## src/rtl/seq_det_arbiter_if.sv

```systemverilog
// seq_det_arbiter_if
//   Bundles the requester channels and the shared "11" detector hookup that
//   seq_det_arbiter time-shares.
//   slave  : used by the arbiter (drives grant, detector controls, report).
//   master : used by the requester/detector side.
//   Signals:
//     req, in_bits   per-requester request level and serial data bit
//     grant          one-hot ownership of the detector (one bit per cycle)
//     det_reset      detector reset
//     det_bit        detector serial input
//     detected       detector output (registered, Moore)
//     done           one-cycle frame-end pulse
//     done_id        requester served (valid with done)
//     match_count    detections in the frame (valid with done)
//     aborted        frame was cut short (valid with done)
interface seq_det_arbiter_if #(
    parameter int N_REQ     = 4,
    parameter int FRAME_LEN = 8
);
    localparam int CW = $clog2(FRAME_LEN + 1);
    localparam int IW = (N_REQ > 1) ? $clog2(N_REQ) : 1;

    logic [N_REQ-1:0] req;
    logic [N_REQ-1:0] in_bits;
    logic [N_REQ-1:0] grant;
    logic             det_reset;
    logic             det_bit;
    logic             detected;
    logic             done;
    logic [IW-1:0]    done_id;
    logic [CW-1:0]    match_count;
    logic             aborted;

    modport slave (
        input  req, in_bits, detected,
        output grant, det_reset, det_bit, done, done_id, match_count, aborted
    );

    modport master (
        output req, in_bits, detected,
        input  grant, det_reset, det_bit, done, done_id, match_count, aborted
    );
endinterface

```

## src/rtl/seq_det_arbiter.sv

```systemverilog
// seq_det_arbiter
//   Round-robin controller sharing one bit-serial "11" detector among N_REQ
//   serial requesters. Each granted frame: clear the detector, stream
//   FRAME_LEN bits from the owner, count detections, report the count.
//   Ports:
//     clk    rising-edge clock
//     reset  synchronous, active-high
//     bus    seq_det_arbiter_if.slave (requests, data, grant, detector
//            control, frame report)
module seq_det_arbiter #(
    parameter int N_REQ     = 4,
    parameter int FRAME_LEN = 8
) (
    input  logic                clk,
    input  logic                reset,
    seq_det_arbiter_if.slave    bus
);
    localparam int CW = $clog2(FRAME_LEN + 1);
    localparam int IW = (N_REQ > 1) ? $clog2(N_REQ) : 1;

    typedef enum logic [2:0] {IDLE, CLR, STREAM, DRAIN, REPORT} state_t;

    state_t        state;
    logic [IW-1:0] rr_ptr;
    logic [IW-1:0] owner;
    logic [CW-1:0] bit_idx;
    logic [CW-1:0] cnt;
    logic          aborted_r;

    logic          done_r;
    logic [IW-1:0] done_id_r;
    logic [CW-1:0] match_count_r;
    logic          aborted_o;

    logic [N_REQ-1:0] grant_c;

    // First set request at or after ptr, searching circularly.
    function automatic logic [IW-1:0] rr_pick(input logic [N_REQ-1:0] r,
                                              input logic [IW-1:0]    ptr);
        logic [IW-1:0] sel;
        int            idx;
        sel = ptr;
        // Walk backwards so the closest candidate to ptr is the last write.
        for (int k = N_REQ - 1; k >= 0; k--) begin
            idx = (int'(ptr) + k) % N_REQ;
            if (r[idx]) sel = IW'(idx);
        end
        return sel;
    endfunction

    function automatic logic [IW-1:0] next_ptr(input logic [IW-1:0] cur);
        return IW'((int'(cur) + 1) % N_REQ);
    endfunction

    // Counter holds at FRAME_LEN; a legal frame never reaches it.
    function automatic logic [CW-1:0] sat_inc(input logic [CW-1:0] c);
        return (c >= CW'(FRAME_LEN)) ? c : c + 1'b1;
    endfunction

    always_comb begin
        grant_c = '0;
        if (state == STREAM) grant_c[owner] = 1'b1;
    end

    assign bus.grant       = grant_c;
    assign bus.det_bit     = (state == STREAM) ? bus.in_bits[owner] : 1'b0;
    assign bus.det_reset   = reset | (state == CLR);
    assign bus.done        = done_r;
    assign bus.done_id     = done_id_r;
    assign bus.match_count = match_count_r;
    assign bus.aborted     = aborted_o;

    always_ff @(posedge clk) begin
        if (reset) begin
            state         <= IDLE;
            rr_ptr        <= '0;
            owner         <= '0;
            bit_idx       <= '0;
            cnt           <= '0;
            aborted_r     <= 1'b0;
            done_r        <= 1'b0;
            done_id_r     <= '0;
            match_count_r <= '0;
            aborted_o     <= 1'b0;
        end else begin
            done_r <= 1'b0;
            case (state)
                IDLE: begin
                    if (|bus.req) begin
                        owner <= rr_pick(bus.req, rr_ptr);
                        state <= CLR;
                    end
                end
                CLR: begin
                    bit_idx   <= '0;
                    cnt       <= '0;
                    aborted_r <= 1'b0;
                    state     <= STREAM;
                end
                STREAM: begin
                    // detected reflects the bit streamed in the previous cycle.
                    if (bit_idx != '0 && bus.detected) cnt <= sat_inc(cnt);
                    if (!bus.req[owner]) begin
                        aborted_r <= 1'b1;
                        state     <= DRAIN;
                    end else if (bit_idx == CW'(FRAME_LEN - 1)) begin
                        state <= DRAIN;
                    end else begin
                        bit_idx <= bit_idx + 1'b1;
                    end
                end
                DRAIN: begin
                    // Final detector result folds straight into the report,
                    // so done lines up with the REPORT state.
                    done_r        <= 1'b1;
                    done_id_r     <= owner;
                    match_count_r <= bus.detected ? sat_inc(cnt) : cnt;
                    aborted_o     <= aborted_r;
                    state         <= REPORT;
                end
                REPORT: begin
                    rr_ptr <= next_ptr(owner);
                    state  <= IDLE;
                end
                default: state <= IDLE;
            endcase
        end
    end
endmodule

```

## src/flat_wrapper.sv

```systemverilog
// flat-port wrapper written by rule: the top's interface ports become plain ports
module seq_det_arbiter_flat 
#(
    parameter int N_REQ     = 4,
    parameter int FRAME_LEN = 8
)
  (clk, reset, bus_req, bus_in_bits, bus_detected, bus_grant, bus_det_reset, bus_det_bit, bus_done, bus_done_id, bus_match_count, bus_aborted);
  seq_det_arbiter_if #(.N_REQ(N_REQ), .FRAME_LEN(FRAME_LEN)) bus_i ();
  input  logic clk;
  input  logic reset;
  input wire logic [$bits(bus_i.req)-1:0] bus_req;
  input wire logic [$bits(bus_i.in_bits)-1:0] bus_in_bits;
  input wire logic [$bits(bus_i.detected)-1:0] bus_detected;
  output wire logic [$bits(bus_i.grant)-1:0] bus_grant;
  output wire logic [$bits(bus_i.det_reset)-1:0] bus_det_reset;
  output wire logic [$bits(bus_i.det_bit)-1:0] bus_det_bit;
  output wire logic [$bits(bus_i.done)-1:0] bus_done;
  output wire logic [$bits(bus_i.done_id)-1:0] bus_done_id;
  output wire logic [$bits(bus_i.match_count)-1:0] bus_match_count;
  output wire logic [$bits(bus_i.aborted)-1:0] bus_aborted;
  assign bus_i.req = bus_req;
  assign bus_i.in_bits = bus_in_bits;
  assign bus_i.detected = bus_detected;
  assign bus_grant = bus_i.grant;
  assign bus_det_reset = bus_i.det_reset;
  assign bus_det_bit = bus_i.det_bit;
  assign bus_done = bus_i.done;
  assign bus_done_id = bus_i.done_id;
  assign bus_match_count = bus_i.match_count;
  assign bus_aborted = bus_i.aborted;
  seq_det_arbiter #(.N_REQ(N_REQ), .FRAME_LEN(FRAME_LEN)) u_core (.clk(clk), .reset(reset), .bus(bus_i));
endmodule
```

## config.mk

```make
export PLATFORM = sky130hd
export DESIGN_NAME = seq_det_arbiter_flat
export DESIGN_NICKNAME = d
export VERILOG_FILES = /design/src/rtl/seq_det_arbiter_if.sv /design/src/rtl/seq_det_arbiter.sv /design/src/flat_wrapper.sv
export SDC_FILE = /design/constraint.sdc
export NUM_CORES = 1
export LEC_CHECK = 0
export CAP_MARGIN = 5
export CORE_MARGIN = 2
export CORE_UTILIZATION = 25
export DETAILED_ROUTE_END_ITERATION = 8
export GPL_TIMING_DRIVEN = 0
export REMOVE_ABC_BUFFERS = 1
export SETUP_SLACK_MARGIN = 0.5
export SYNTH_ARGS = -nofsm -noshare
export SYNTH_HDL_FRONTEND = slang
export SYNTH_SLANG_ARGS = --single-unit
```

## constraint.sdc

```tcl
create_clock -name clk -period 1.9 [get_ports clk]
set_input_delay 0.38 -clock clk [delete_from_list [all_inputs] [get_ports clk]]
set_output_delay 0.38 -clock clk [all_outputs]
set_load 0.01 [all_outputs]
```

==> results of run 1 <==
## per-layer routing
layer / global-route usage, % / up-vias / part of all wire, % / wire length [µm]
met5: 0 / - / 0 / 0
met4: 2.73 / 0 / 0.57 / 18
met3: 2.84 / 4 / 4.2 / 132
met2: 20.5 / 27 / 51 / 1610
met1: 12.9 / 567 / 44 / 1400
li1: - / 628 / - / -
## synthesized netlist by cell type, drive strengths merged
library cell	count
nor2	15
a22o	1
a211o	1
nand4	1
and2	5
or3	2
nor4b	1
xnor2	2
or3b	1
o31ai	1
dfxtp	24
o221ai	1
a211oi	4
o21a	1
nand3b	1
nand2b	1
buf	4
a221oi	2
nor3	4
mux2i	1
nor2b	1
and3	3
ha	8
nand3	5
xor2	1
nand2	11
o21ai	3
inv	13
nor4	1
a21oi	12
or4	1
a31o	3
o2bb2ai	1
a311oi	1
mux4	2
clkbuf	2
mux2	1
a31oi	2
or2	1
nor3b	4
## where the power goes
| group | total [W] | switching (W) | internal [W] |
|---|---|---|---|
| combinational | 0.000419 | 0.000185 | 0.000233 |
| sequential | 0.000552 | 0.0000216 | 0.000530 |
| clock | 0.000349 | 0.000164 | 0.000185 |
## final cells by class
cell class | instances | area [µm²]
Clock buffer | 4 | 55.1
Fill cell | 538 | 3050
Inverter | 13 | 51.3
Multi-Input combinational cell | 106 | 860
Sequential cell | 24 | 499
Tap cell | 70 | 87.6
Timing Repair Buffer | 52 | 468
## metrics by stage
stage	hold WS (ps)	cells	util (%)	worst slack [ps]	setup TNS, ps
2_1_floorplan	436	143	-	356	0
3_3_place_gp	451	237	31.4	-730	-3190
3_5_place_dp	453	237	31.4	-716	-3160
4_1_cts	462	260	37.2	109	0
5_1_grt	497	269	39.8	34.7	0
6_report	460	269	39.8	102	0
## kinds of logic after synthesis
family / after synthesis / share of synthesized area (%)
and+or+nand+nor: 58 / 24.8
AOI/OAI and AO/OA: 33 / 17.2
DFF: 24 / 37.0
buffers and inverters: 19 / 6.17
adders and majority gates: 8 / 7.71
muxes: 4 / 5.11
xor gates and xnor gates: 3 / 2.02
## worst max-delay path: cells and delay by family, from the launching register on
family / cells / cell delay [ps]
buffers and inverters: 4 / 410
flip-flops: 1 / 370
AND/OR/NAND/NOR: 2 / 360
## final timing paths
check                                  endpoint                               start  slack, ps
min          u_core.bus.done_id[0]$_SDFFE_PP0P_  u_core.bus.done_id[0]$_SDFFE_PP0P_        460
min reg2reg  u_core.bus.done_id[0]$_SDFFE_PP0P_  u_core.bus.done_id[0]$_SDFFE_PP0P_        460
max reg2reg          u_core.cnt[0]$_SDFFE_PP0P_        u_core.state[2]$_SDFFE_PP0P_        130
max                                 bus_det_bit        u_core.state[2]$_SDFFE_PP0P_        100
## registers in the layout, indices dropped and copies added, names as in the netlist, 2 cells and up
name                    flops
u_core.bit_idx              4
u_core.owner                2
u_core.bus.match_count      4
u_core.rr_ptr               2
u_core.bus.done_id          2
u_core.state                3
u_core.cnt                  4
## what timing repair did
action                     4_1_cts  5_1_grt
gates resized for setup         79       23
hold buffers                     0        0
cloned                           0        0
buffers inserted                19        9
setup endpoints to repair       35       24
pin swaps                       13        5
==> flow_metrics.py, run 1 <==
metrics = {
    "timing": {
        "grt_setup_unrepaired": "true",
        "tightestPinTransition_ps": 401,
        "hold_viol_final": 0,
        "period_minus_slack_ps": 1800,
        "period_share_pct": 94.6,
        "skew_ps": 2.82,
        "drv_slew": 0,
        "fmax_ghz": 0.556,
        "setup_violations": 0,
        "relSlewSlack_pct": 73.2,
    },
    "drt": {
        "drt-initial-drc-count": 62,
        "routed_wirelength_um": 3160,
        "wire_per_inst_um": 11.7,
        "drc_errors": 0,
        "antenna_left": 0,
        "viasPerCell": 4.56,
        "first_pass_iters": 4,
        "via_count": 1226,
    },
    "critical_path": {
        "cp_slowest_stage_delay_ps": 370,
        "crit_top_cell": "buf_6",
        "cp_slowest_cell": "dfxtp_4",
        "crit_path_cell_trace": "nor3b_4 > buf_4 > buf_6 > buf_6 > and2_4 > buf_6",
        "worst-path-max-fanout": 4,
        "path_class": "register to output port",
        "crit_required_ps": 1520,
        "end_kind": "output port",
        "ff2ff_path_depth": 10,
        "critPathLaunchType": "register",
        "cp_data_arrival_time_ps": 1420,
    },
    "synth": {
        "synth_area_leader_cell": "dfxtp_1",
        "postSynthCellCount": 149,
        "ys_ff_latch": 24,
        "synth_warnings": 0,
        "syn_avg_cell_area_um2": 8.72,
        "yosys-top-cells-area": "dfxtp_1 37%, ha_1 7.7%, nor2_1 4.3%, a21oi_1 4.2%, inv_1 3.8%",
        "synth_top_area_share_pct": 37.0,
        "synth_area_um2": 1300,
        "ys_types": 46,
        "ys_seq_area_share_pct": 37.0,
    },
    "floorplan": {
        "die_height_um": 76.1,
        "design.core.area_um2": 5070,
        "die_w_um": 76.1,
        "start_util_pct": 25.6,
        "die_area_um2": 5790,
        "io_pins": 25,
        "num_rows": 26,
    },
    "clocking": {
        "clk_pin_slew_worst_paths_ps": 80,
        "cts_sinks": 24,
        "cts-root-buf": "clkbuf_8",
        "clk_path_buf_depth": 2,
        "cts_tree": "yes",
        "ctsHtreeMaxLevel": 1,
        "numCtsBuffers": 3,
        "clk_latency_ps": 270,
    },
    "power": {
        "p_total_w": 0.00132,
        "peakVddDrop_mv": 0.316,
        "p_leak_nw": 0.809,
        "power_density_nw_per_um2": 653,
    },
    "cells_and_area": {
        "final_common_cell": "dfxtp_1",
        "drive_above_1_share_pct": 39.2,
        "antenna_cells": 0,
        "areaGrowthSynthToFinish_pct": 55.6,
        "fin_area_um2": 2020,
        "mostFrequentLayoutCells": "19 x dfxtp_1, 17 x buf_4, 16 x dlygate4sd2_1, 16 x buf_6, 13 x nor2_1",
        "nets": 219,
    },
    "placed_design": {
        "gp_congestion": 0.780,
        "dpl.hpwl_um": 1960,
        "place_area_um2": 1600,
        "portBuffers": 24,
    },
    "run": {
        "cap_viol_max_count": 0,
    },
    "grt": {
        "grt_pass1_vias": 1166,
        "track_usage_pct": 11.2,
        "grt_max_degree": 19,
        "antenna_found_initial": 0,
        "grt_pass1_wl_um": 5300,
        "grt_overflow_total": 0,
    },
    "hold_path": {
        "hp-class": "register to register",
        "hold_depth": 2,
    },
    "status": {
        "outcome": "completed",
    },
}
Note: power is estimated with default switching activity, not from simulation.
==> inputs of run 2 (changes only) <==
--- a/config.mk
+++ b/config.mk
@@ -5,11 +5,12 @@
 export SDC_FILE = /design/constraint.sdc
 export NUM_CORES = 1
 export LEC_CHECK = 0
-export CAP_MARGIN = 5
+export CAP_MARGIN = 40
 export CORE_MARGIN = 2
 export CORE_UTILIZATION = 25
 export DETAILED_ROUTE_END_ITERATION = 8
 export GPL_TIMING_DRIVEN = 0
+export HOLD_SLACK_MARGIN = 0.15
 export REMOVE_ABC_BUFFERS = 1
 export SETUP_SLACK_MARGIN = 0.5
 export SYNTH_ARGS = -nofsm -noshare
==> results of run 2 <==
No change in the layout: final DEF, timing and power equal those of run 1.
